$ cat src/rtl/fifo_pkg.sv
// Shared helpers and types for the single-clock FIFO.
package fifo_pkg;

    function automatic int fifo_clog2(input int v);
        return $clog2(v);
    endfunction

    localparam int FIFO_DEPTH  = 16;
    localparam int FIFO_ADDR_W = fifo_clog2(FIFO_DEPTH);

    typedef logic [FIFO_ADDR_W:0] cnt_t;

endpackage

$ cat src/rtl/sync_fifo_counter.sv
// Up/down occupancy counter; increment wins when both are requested.
module counter #(
    parameter int N_BITS = 4
) (
    input  logic              clk,
    input  logic              rst_n,
    input  logic              inc_i,
    input  logic              dec_i,
    output logic [N_BITS-1:0] q_o
);

    logic [N_BITS-1:0] q_q;

    always_ff @(posedge clk or negedge rst_n) begin
        if (!rst_n) begin
            q_q <= '0;
        end else if (inc_i) begin
            q_q <= q_q + 1'b1;
        end else if (dec_i) begin
            q_q <= q_q - 1'b1;
        end
    end

    assign q_o = q_q;

endmodule

$ cat src/rtl/sync_fifo.sv
// Single-clock first-word-fall-through FIFO with level flags and high-water mark.
module sync_fifo
    import fifo_pkg::*;
#(
    parameter int DATA_W   = 8,
    parameter int DEPTH    = 16,
    parameter int ADDR_W   = fifo_clog2(DEPTH),
    parameter int AF_LEVEL = DEPTH - 2,
    parameter int AE_LEVEL = 2
) (
    input  logic              clk,
    input  logic              rst_n,
    input  logic              clear,
    input  logic              wr_valid,
    output logic              wr_ready,
    input  logic [DATA_W-1:0] wr_data,
    output logic              rd_valid,
    input  logic              rd_ready,
    output logic [DATA_W-1:0] rd_data,
    output logic [ADDR_W:0]   count,
    output logic              full,
    output logic              empty,
    output logic              almost_full,
    output logic              almost_empty,
    output logic [ADDR_W:0]   high_water
);

    localparam logic [ADDR_W:0] DEPTH_C = (ADDR_W+1)'(DEPTH);
    localparam logic [ADDR_W:0] AF_C    = (ADDR_W+1)'(AF_LEVEL);
    localparam logic [ADDR_W:0] AE_C    = (ADDR_W+1)'(AE_LEVEL);

    logic [DATA_W-1:0] mem_q [DEPTH];
    logic [ADDR_W-1:0] wr_ptr_q, rd_ptr_q;
    logic [ADDR_W:0]   cnt_raw, base_q, hw_q;
    logic              push, pop, inc, dec;

    assign push = wr_valid & wr_ready & ~clear;
    assign pop  = rd_valid & rd_ready & ~clear;
    assign inc  = push & ~pop;
    assign dec  = pop & ~push;

    counter #(
        .N_BITS(ADDR_W+1)
    ) u_cnt (
        .clk  (clk),
        .rst_n(rst_n),
        .inc_i(inc),
        .dec_i(dec),
        .q_o  (cnt_raw)
    );

    // The counter has no sync clear: a clear snapshots its value as the new
    // zero point, and occupancy is the modular distance from that snapshot.
    assign count = cnt_raw - base_q;

    assign full         = (count == DEPTH_C);
    assign empty        = (count == '0);
    assign wr_ready     = ~full;
    assign rd_valid     = ~empty;
    assign almost_full  = (count >= AF_C);
    assign almost_empty = (count <= AE_C);
    assign high_water   = hw_q;
    assign rd_data      = mem_q[rd_ptr_q];

    always_ff @(posedge clk) begin
        if (push) begin
            mem_q[wr_ptr_q] <= wr_data;
        end
    end

    always_ff @(posedge clk or negedge rst_n) begin
        if (!rst_n) begin
            wr_ptr_q <= '0;
            rd_ptr_q <= '0;
            base_q   <= '0;
            hw_q     <= '0;
        end else if (clear) begin
            wr_ptr_q <= '0;
            rd_ptr_q <= '0;
            base_q   <= cnt_raw;
            hw_q     <= '0;
        end else begin
            if (push) begin
                wr_ptr_q <= wr_ptr_q + 1'b1;
            end
            if (pop) begin
                rd_ptr_q <= rd_ptr_q + 1'b1;
            end
            if (count > hw_q) begin
                hw_q <= count;
            end
        end
    end

endmodule

$ cat config.mk
export PLATFORM = sky130hd
export DESIGN_NAME = sync_fifo
export DESIGN_NICKNAME = d
export VERILOG_FILES = /design/src/rtl/fifo_pkg.sv /design/src/rtl/sync_fifo_counter.sv /design/src/rtl/sync_fifo.sv
export SDC_FILE = /design/constraint.sdc
export NUM_CORES = 1
export LEC_CHECK = 0
export BUFFER_PORTS_ARGS = -buffer_cell sky130_fd_sc_hd__buf_2
export CAP_MARGIN = 20
export CORE_MARGIN = 10
export CORE_UTILIZATION = 53
export CTS_BUF_LIST = sky130_fd_sc_hd__clkbuf_4
export DETAILED_ROUTE_END_ITERATION = 8
export HOLD_SLACK_MARGIN = 0.02
export PLACE_DENSITY_LB_ADDON = 0.2
export SLEW_MARGIN = 20
export SYNTH_ARGS = -nofsm -noshare
export SYNTH_HDL_FRONTEND = slang
export SYNTH_HIERARCHICAL = 1
export SYNTH_SLANG_ARGS = --single-unit
$ cat constraint.sdc
create_clock -name clk -period 4.6 [get_ports clk]
set_clock_uncertainty 0.05 [all_clocks]
set_input_delay 0.92 -clock clk [delete_from_list [all_inputs] [get_ports clk]]
set_output_delay 0.92 -clock clk [all_outputs]
set_load 0.01 [all_outputs]
After elaboration in Yosys (flattened, before gate mapping). Memory sizes are Yosys's and may differ from the RTL's. Index checks and enable logic that the tools add are counted.

Add/subtract/negate cells: 5. Multipliers: 0. Div/mod/pow operators: 0. Magnitude comparators: 3. Equality and inequality tests: 1. Shift-type cells: 0. Multiplexer cells: 10. Bitwise logic cells: 11. Reduce and logical (&&, ||, !) cells: 5.

Operator list (count): two-way mux 5 bit (4); two-way mux 4 bit (4); adder 4 x 1 -> 4 bit, second input constant (2); nonzero test 2 bit (4); bitwise AND 1 bit (6); adder 5 x 1 -> 5 bit, second input constant (1); equality test 5 bit, second input constant (1); >= comparator 5 x 4 -> 1 bit, second input constant (1); > comparator 5 bit (1); <= comparator 5 x 2 -> 1 bit, second input constant (1); logical NOT 5 bit (1); NOT 1 bit (5); subtractor 5 x 1 -> 5 bit, second input constant (1); subtractor 5 bit (1); two-way mux 1 bit (2).

Register bits after elaboration: 23. Latch bits: 0. Memory bits (writable): 128. Bits in read-only memories: 0. Bits of input ports: 13. Output and inout port bits: 24. Logic and storage cells: 41. Memories kept: 1.

Memories: mem_q (depth 16, width 8, read ports 1, clocked after Yosys merged registers in 0, wr ports 1, RTL line sync_fifo.sv:32) `logic [DATA_W-1:0] mem_q [DEPTH];`.

Depth between registers and ports, before layout.
Word-level depth: 9. Gate-level depth with buffers: 15.

Cells and area by module. The synthesis kept the hierarchy.

Modules (own cells, without submodules): sync_fifo (instances 1, cells each 394, area an instance 6272.3 sq um, sequential area each 4294.1 sq um); counter (instances 1, cells each 32, area an instance 350.3 sq um, sequential area each 125.1 sq um).

Worst setup path before layout. Ideal clock, no wire load.

Kind: flip-flop to flip-flop. From: register u_cnt.q_q[0], in the netlist u_cnt/q_o[0]. To: register u_cnt.q_q[4], in the netlist u_cnt/q_o[4]. Setup time: 0.087 ns. Arrival time: 3.686 ns. Required time: 4.463 ns. Path slack: 0.777 ns. Stages on the path, launching flop included: 15. Path buffers: 0. Cell sequence: dfrtp_1 inv_1 ha_1 inv_1 fa_1 xor2_1 or3_1 a21oi_4 a21boi_2 nor3b_1 inv_1 fa_1 a211oi_2 o211ai_1 a211oi_2.

Longest elaborated chain between the ends: 8. Elaborated cells on any way between the ends: 18.

RTL lines: start: declaration (RTL line sync_fifo_counter.sv:12) `logic [N_BITS-1:0] q_q;`; start signal: assignment (RTL line sync_fifo_counter.sv:18) `q_q <= q_q + 1'b1;`; start signal: assignment (RTL line sync_fifo_counter.sv:20) `q_q <= q_q - 1'b1;`; subtractor 5 bit (*) (RTL line sync_fifo.sv:54) `assign count = cnt_raw - base_q;`; net count[2] (RTL line sync_fifo.sv:20) `output logic [ADDR_W:0] count,`; logical NOT 5 bit (RTL line sync_fifo.sv:57) `assign empty = (count == '0);`; NOT 1 bit (RTL line sync_fifo.sv:59) `assign rd_valid = ~empty;`; bitwise AND 1 bit (2 in series) (RTL line sync_fifo.sv:38) `assign pop = rd_valid & rd_ready & ~clear;`; NOT 1 bit (RTL line sync_fifo.sv:39) `assign inc = push & ~pop;`; bitwise AND 1 bit (*) (RTL line sync_fifo.sv:39); net inc (RTL line sync_fifo.sv:35) `logic push, pop, inc, dec;`; two-way mux 5 bit or nonzero test 2 bit (tied branches).

The timed path passes the listed nets; every way through them passes the cells marked *. The select of a mux whose other input is x is not followed. A chain may end at the register's enable or synchronous reset.

Worst setup path in the final report.
From: register u_cnt.q_q[0], in the netlist u_cnt/q_o[0]. To: output port almost_empty.

Longest elaborated chain between the ends: 2.

RTL lines: subtractor 5 bit (RTL line sync_fifo.sv:54); <= comparator 5 x 2 -> 1 bit (RTL line sync_fifo.sv:61) `assign almost_empty = (count <= AE_C);`; end: declaration (RTL line sync_fifo.sv:24) `output logic almost_empty,`.

No other way between the ends.

==> flow_results.org <==
** CTS
- Clock-pin slew was measured on the worst setup and hold paths at 0.13 ns.
- Counting the buffers created by CTS gives 17.
- Hold repair after CTS inserted 0 buffers.
- The root buffer cell chosen for the clock tree is sky130_fd_sc_hd__clkbuf_4.
- The H-tree was split into 4 levels.
- Clock net sink count :: 151
- The clock passes through at most 2 buffers.
- Clock tree from TritonCTS :: yes
- The clock reaches the later pin of the worst-skew pair after 0.55 ns.

** Yosys
- The Yosys step of the flow raised 6 warnings.
- Unique cell type count in the Yosys netlist :: 58
- Summing every instance area after synthesis gives 6620 um2.
- Predominant post-synthesis flop cell :: sky130_fd_sc_hd__edfxtp_1
- Register area share after synthesis :: 0.667
- Syn nets :: 456
- Syn Area/Cell :: 15.5 um2
- EDFF count, synth :: 128
- The synthesized design contains 151 register bits.
- Gate count after technology mapping :: 426
- Fraction of synthesis flops using an asynchronous set or reset pin :: 0.152

** Worst setup path
- Category of the critical setup timing path :: flip-flop to output port
- Together, buffers and inverters on the worst path number 4.
- At the worst endpoint, the arrival time is 3.11 ns.
- Sort of element at the end of the critical path :: output port
- Endpoint required time on the critical path :: 3.63 ns
- The most numerous cell type found on the critical path is sky130_fd_sc_hd__inv_1.
- Crit path launch type :: flip-flop
- Grouping stages by cell kind, the critical path spends the most delay in compound AO/OA/AOI/OAI gates.
- Walking the worst path, the cells encountered are inv_1 > ha_1 > inv_1 > fa_1 > a21o_1 > a21oi_4 > xnor2_4 > inv_2 > a2111oi_0 > buf_2.
- Along the worst path, the maximum fanout reaches 7.
- Maximum single-stage delay on the critical path :: 0.46 ns
- The largest individual stage delay along the critical path comes from the cell sky130_fd_sc_hd__dfrtp_1.

** Timing
- Shortest period the worst path allows :: 4.08 ns
- Total Neg Setup Slack :: 0 ns
- Derived from the worst setup path, the maximum achievable clock frequency is 245 MHz.
- In the finished design, the share of the clock period the worst path needs comes to 0.887.
- The number of hold-slack violations in the final timing report came to 0.
- Hold timing on the final database bottoms out at a slack of 0.260 ns.
- Measured slew at the worst slew-check pin :: 0.867 ns
- Number of setup violations in the final report :: 0
- Setup repair after global routing left no endpoint under its margin.
- The worst pin sits at a relative slew slack of 0.420.
- Setup slack on the critical path of the routed design comes to 0.518 ns.
- The final number of max-transition violations is 0.

** Die
- Num ports :: 37
- The floorplan step defined a core boundary enclosing 12100 um2.
- In this run the horizontal extent of the chip is 132 um.
- The die covers 17400 um2.
- Vertical die dimension :: 132 um
- Cell Rows :: 40
- For this configuration, the core starts out at a cell density of 0.547.

** Final layout
- Commonest cells after routing, fill and taps aside :: sky130_fd_sc_hd__edfxtp_1, sky130_fd_sc_hd__buf_2, sky130_fd_sc_hd__mux2i_1
- Once layout is complete, the utilization of the core stands at 0.601.
- In the final layout, the multi-input gates occupy 2070 um2.
- In the final layout, the share of cells above drive strength 1 is 0.237.
- Register area :: 4420 um2
- Leading cell type in the layout, fill and taps excluded :: sky130_fd_sc_hd__edfxtp_1
- Final standard cell area without fillers :: 7280 um2
- Count of placed standard cells in the final layout, fillers left out :: 649
- The area growth from synthesis to layout is 9.98%.
- The number of antenna diodes in the final layout is 0.
- Counting the fill cells in the layout gives 938.
- Number of nets in the finished design :: 498

** Global route
- The initial antenna violation count came to 0.
- Via count of the first global-routing pass :: 3782
- In the global route stage, overall resource usage came out at 0.154.
- Global-route wire length before repair :: 20800 um
- Grt ovf :: 0
- Largest net degree at the start of global routing :: 37

** Route
- Per-cell via count in the routed design :: 5.71
- The detailed router placed 3708 vias in this run.
- Dividing the detail-routed wire length by the instance count gives 19.9 um.
- Overall routed net length :: 12900 um
- For this block, the initial DRC count from the detailed router was 290.
- After detailed routing, the number of remaining DRC violations is 0.
- The count of nets left with antenna violations once routing finished came out at 0.
- The first detailed-routing pass ran for 4 iterations.

** Power
- Ratio of total power to cell area :: 565 nW/um2
- In this run the power spent charging and discharging nets is 1.52 mW.
- The share of total power dissipated in the clock network is 0.202.
- Logic gate share of total power :: 0.385
- Worst-case vdd ir drop :: 0.306 mV
- Sequential fraction of design power :: 0.413
- Leakage power of the design :: 2.59 nW
- Overall power consumption :: 4.12 mW
- The internal power of the cells totals 2.60 mW.
- Of the total power, the share spent switching nets is 0.368.

** Place
- Summing all placed instances gives a cell area of 6980 um2.
- Before CTS, the worst setup slack after placement is 0.353 ns.
- The congestion estimate from routability-driven global placement came to 0.849.
- Number of placed instances with taps included :: 617
- Port buffering added 36 buffers.
- Once detailed placement completed, the half-perimeter wirelength came to 8780 um.

** Outcome
- The run finished with clean final reports.

** Worst hold path
- Class of the most critical hold timing path :: primary input to asynchronous set/reset pin

** Flow run
- Across the run, the number of max-cap violations was 0.
-- path summary, 6_finish.rpt --
kind	to	slack, ns	cells after the start	from
max reg2reg	u_cnt/q_o[4]	0.52	15	u_cnt/q_o[0]
max in group asynchronous	rd_ptr_q[0]	3.85	1	rst_n
min	base_q[1]	0.26	1	rst_n
max	almost_empty	0.52	10	u_cnt/q_o[0]
min reg2reg	base_q[0]	0.48	1	base_q[0]
min in group clk	base_q[0]	0.48	1	base_q[0]
-- power by group through the flow --
stage	logic, mW	registers [mW]	clock network, mW
floorplan	1.19	1.68	0
global placement	1.56	1.73	0
detailed placement	1.59	1.74	0
CTS	1.59	1.70	0.851
global route	1.76	1.72	0.907
finish	1.58	1.70	0.832
-- metal layers --
metal / track usage / share of wire / up-vias
met2: 0.240 / 0.49 / 107
li1: - / - / 1727
met5: 0 / 0 / -
met1: 0.205 / 0.44 / 1859
met3: 0.0446 / 0.057 / 15
met4: 0.0488 / 0.014 / 0
-- cells by family (layout without fill, tap and decap cells) --
| logic type | count (synthesis) | count (layout) | share of synthesized area |
|---|---|---|---|
| compound gates | 76 | 76 | 0.0799 |
| xor+xnor | 10 | 10 | 0.0172 |
| fa+ha+maj | 17 | 17 | 0.0344 |
| buf+inv | 34 | 89 | 0.0204 |
| flops | 151 | 151 | 0.667 |
| mux | 56 | 56 | 0.117 |
| simple gates | 82 | 82 | 0.0637 |
-- worst reg2reg max path, delay by kind of cell (launching register included) --
family | cells | cell delay (ns)
and+or+nand+nor | 1 | 0.33
DFF | 1 | 0.46
adders and majority gates | 3 | 1.06
xor gates and xnor gates | 1 | 0.19
buffers and inverters | 4 | 0.49
AOI/OAI and AO/OA | 6 | 1.42
-- cell usage after synthesis (5+ instances only) --
library cell / instances / share of area
sky130_fd_sc_hd__nand3_1: 6 / 0.0045
sky130_fd_sc_hd__nor2b_1: 5 / 0.0047
sky130_fd_sc_hd__a21oi_1: 16 / 0.012
sky130_fd_sc_hd__xnor2_1: 7 / 0.0093
sky130_fd_sc_hd__nand2_1: 25 / 0.014
sky130_fd_sc_hd__a22oi_1: 8 / 0.0091
sky130_fd_sc_hd__buf_2: 6 / 0.0045
sky130_fd_sc_hd__edfxtp_1: 128 / 0.58
sky130_fd_sc_hd__a221oi_1: 8 / 0.011
sky130_fd_sc_hd__nor2_1: 21 / 0.012
sky130_fd_sc_hd__dfrtp_1: 23 / 0.087
sky130_fd_sc_hd__and3_1: 5 / 0.0047
sky130_fd_sc_hd__inv_1: 16 / 0.0091
sky130_fd_sc_hd__ha_1: 15 / 0.028
sky130_fd_sc_hd__mux2_2: 11 / 0.019
sky130_fd_sc_hd__mux4_2: 16 / 0.054
sky130_fd_sc_hd__clkbuf_1: 9 / 0.0051
sky130_fd_sc_hd__mux2i_1: 28 / 0.042
sky130_fd_sc_hd__o21ai_0: 25 / 0.019
-- registers in the layout, summed over array words and instances, names as in the netlist --
signal and flops:
u_cnt/q_o 5, mem_q 128, base_q 5, high_water 5, rd_ptr_q 4, wr_ptr_q 4
-- what timing repair did --
item	4_1_cts	5_1_grt
buffers inserted	0	0
resized for setup	0	1
hold endpoints to repair	0	0
endpoints found under the setup margin	0	1
-- layout make-up --
| class | instances | area share |
|---|---|---|
| flip-flops and latches | 151 | 0.607 |
| multi-input cells | 241 | 0.285 |
| repair buffers | 39 | 0.0295 |
| well taps | 168 | 0.0289 |
| clock inverters | 15 | 0.0232 |
| clock buffers | 17 | 0.0175 |
| inverters | 18 | 0.00928 |
Power figures use the tool's default switching activity.
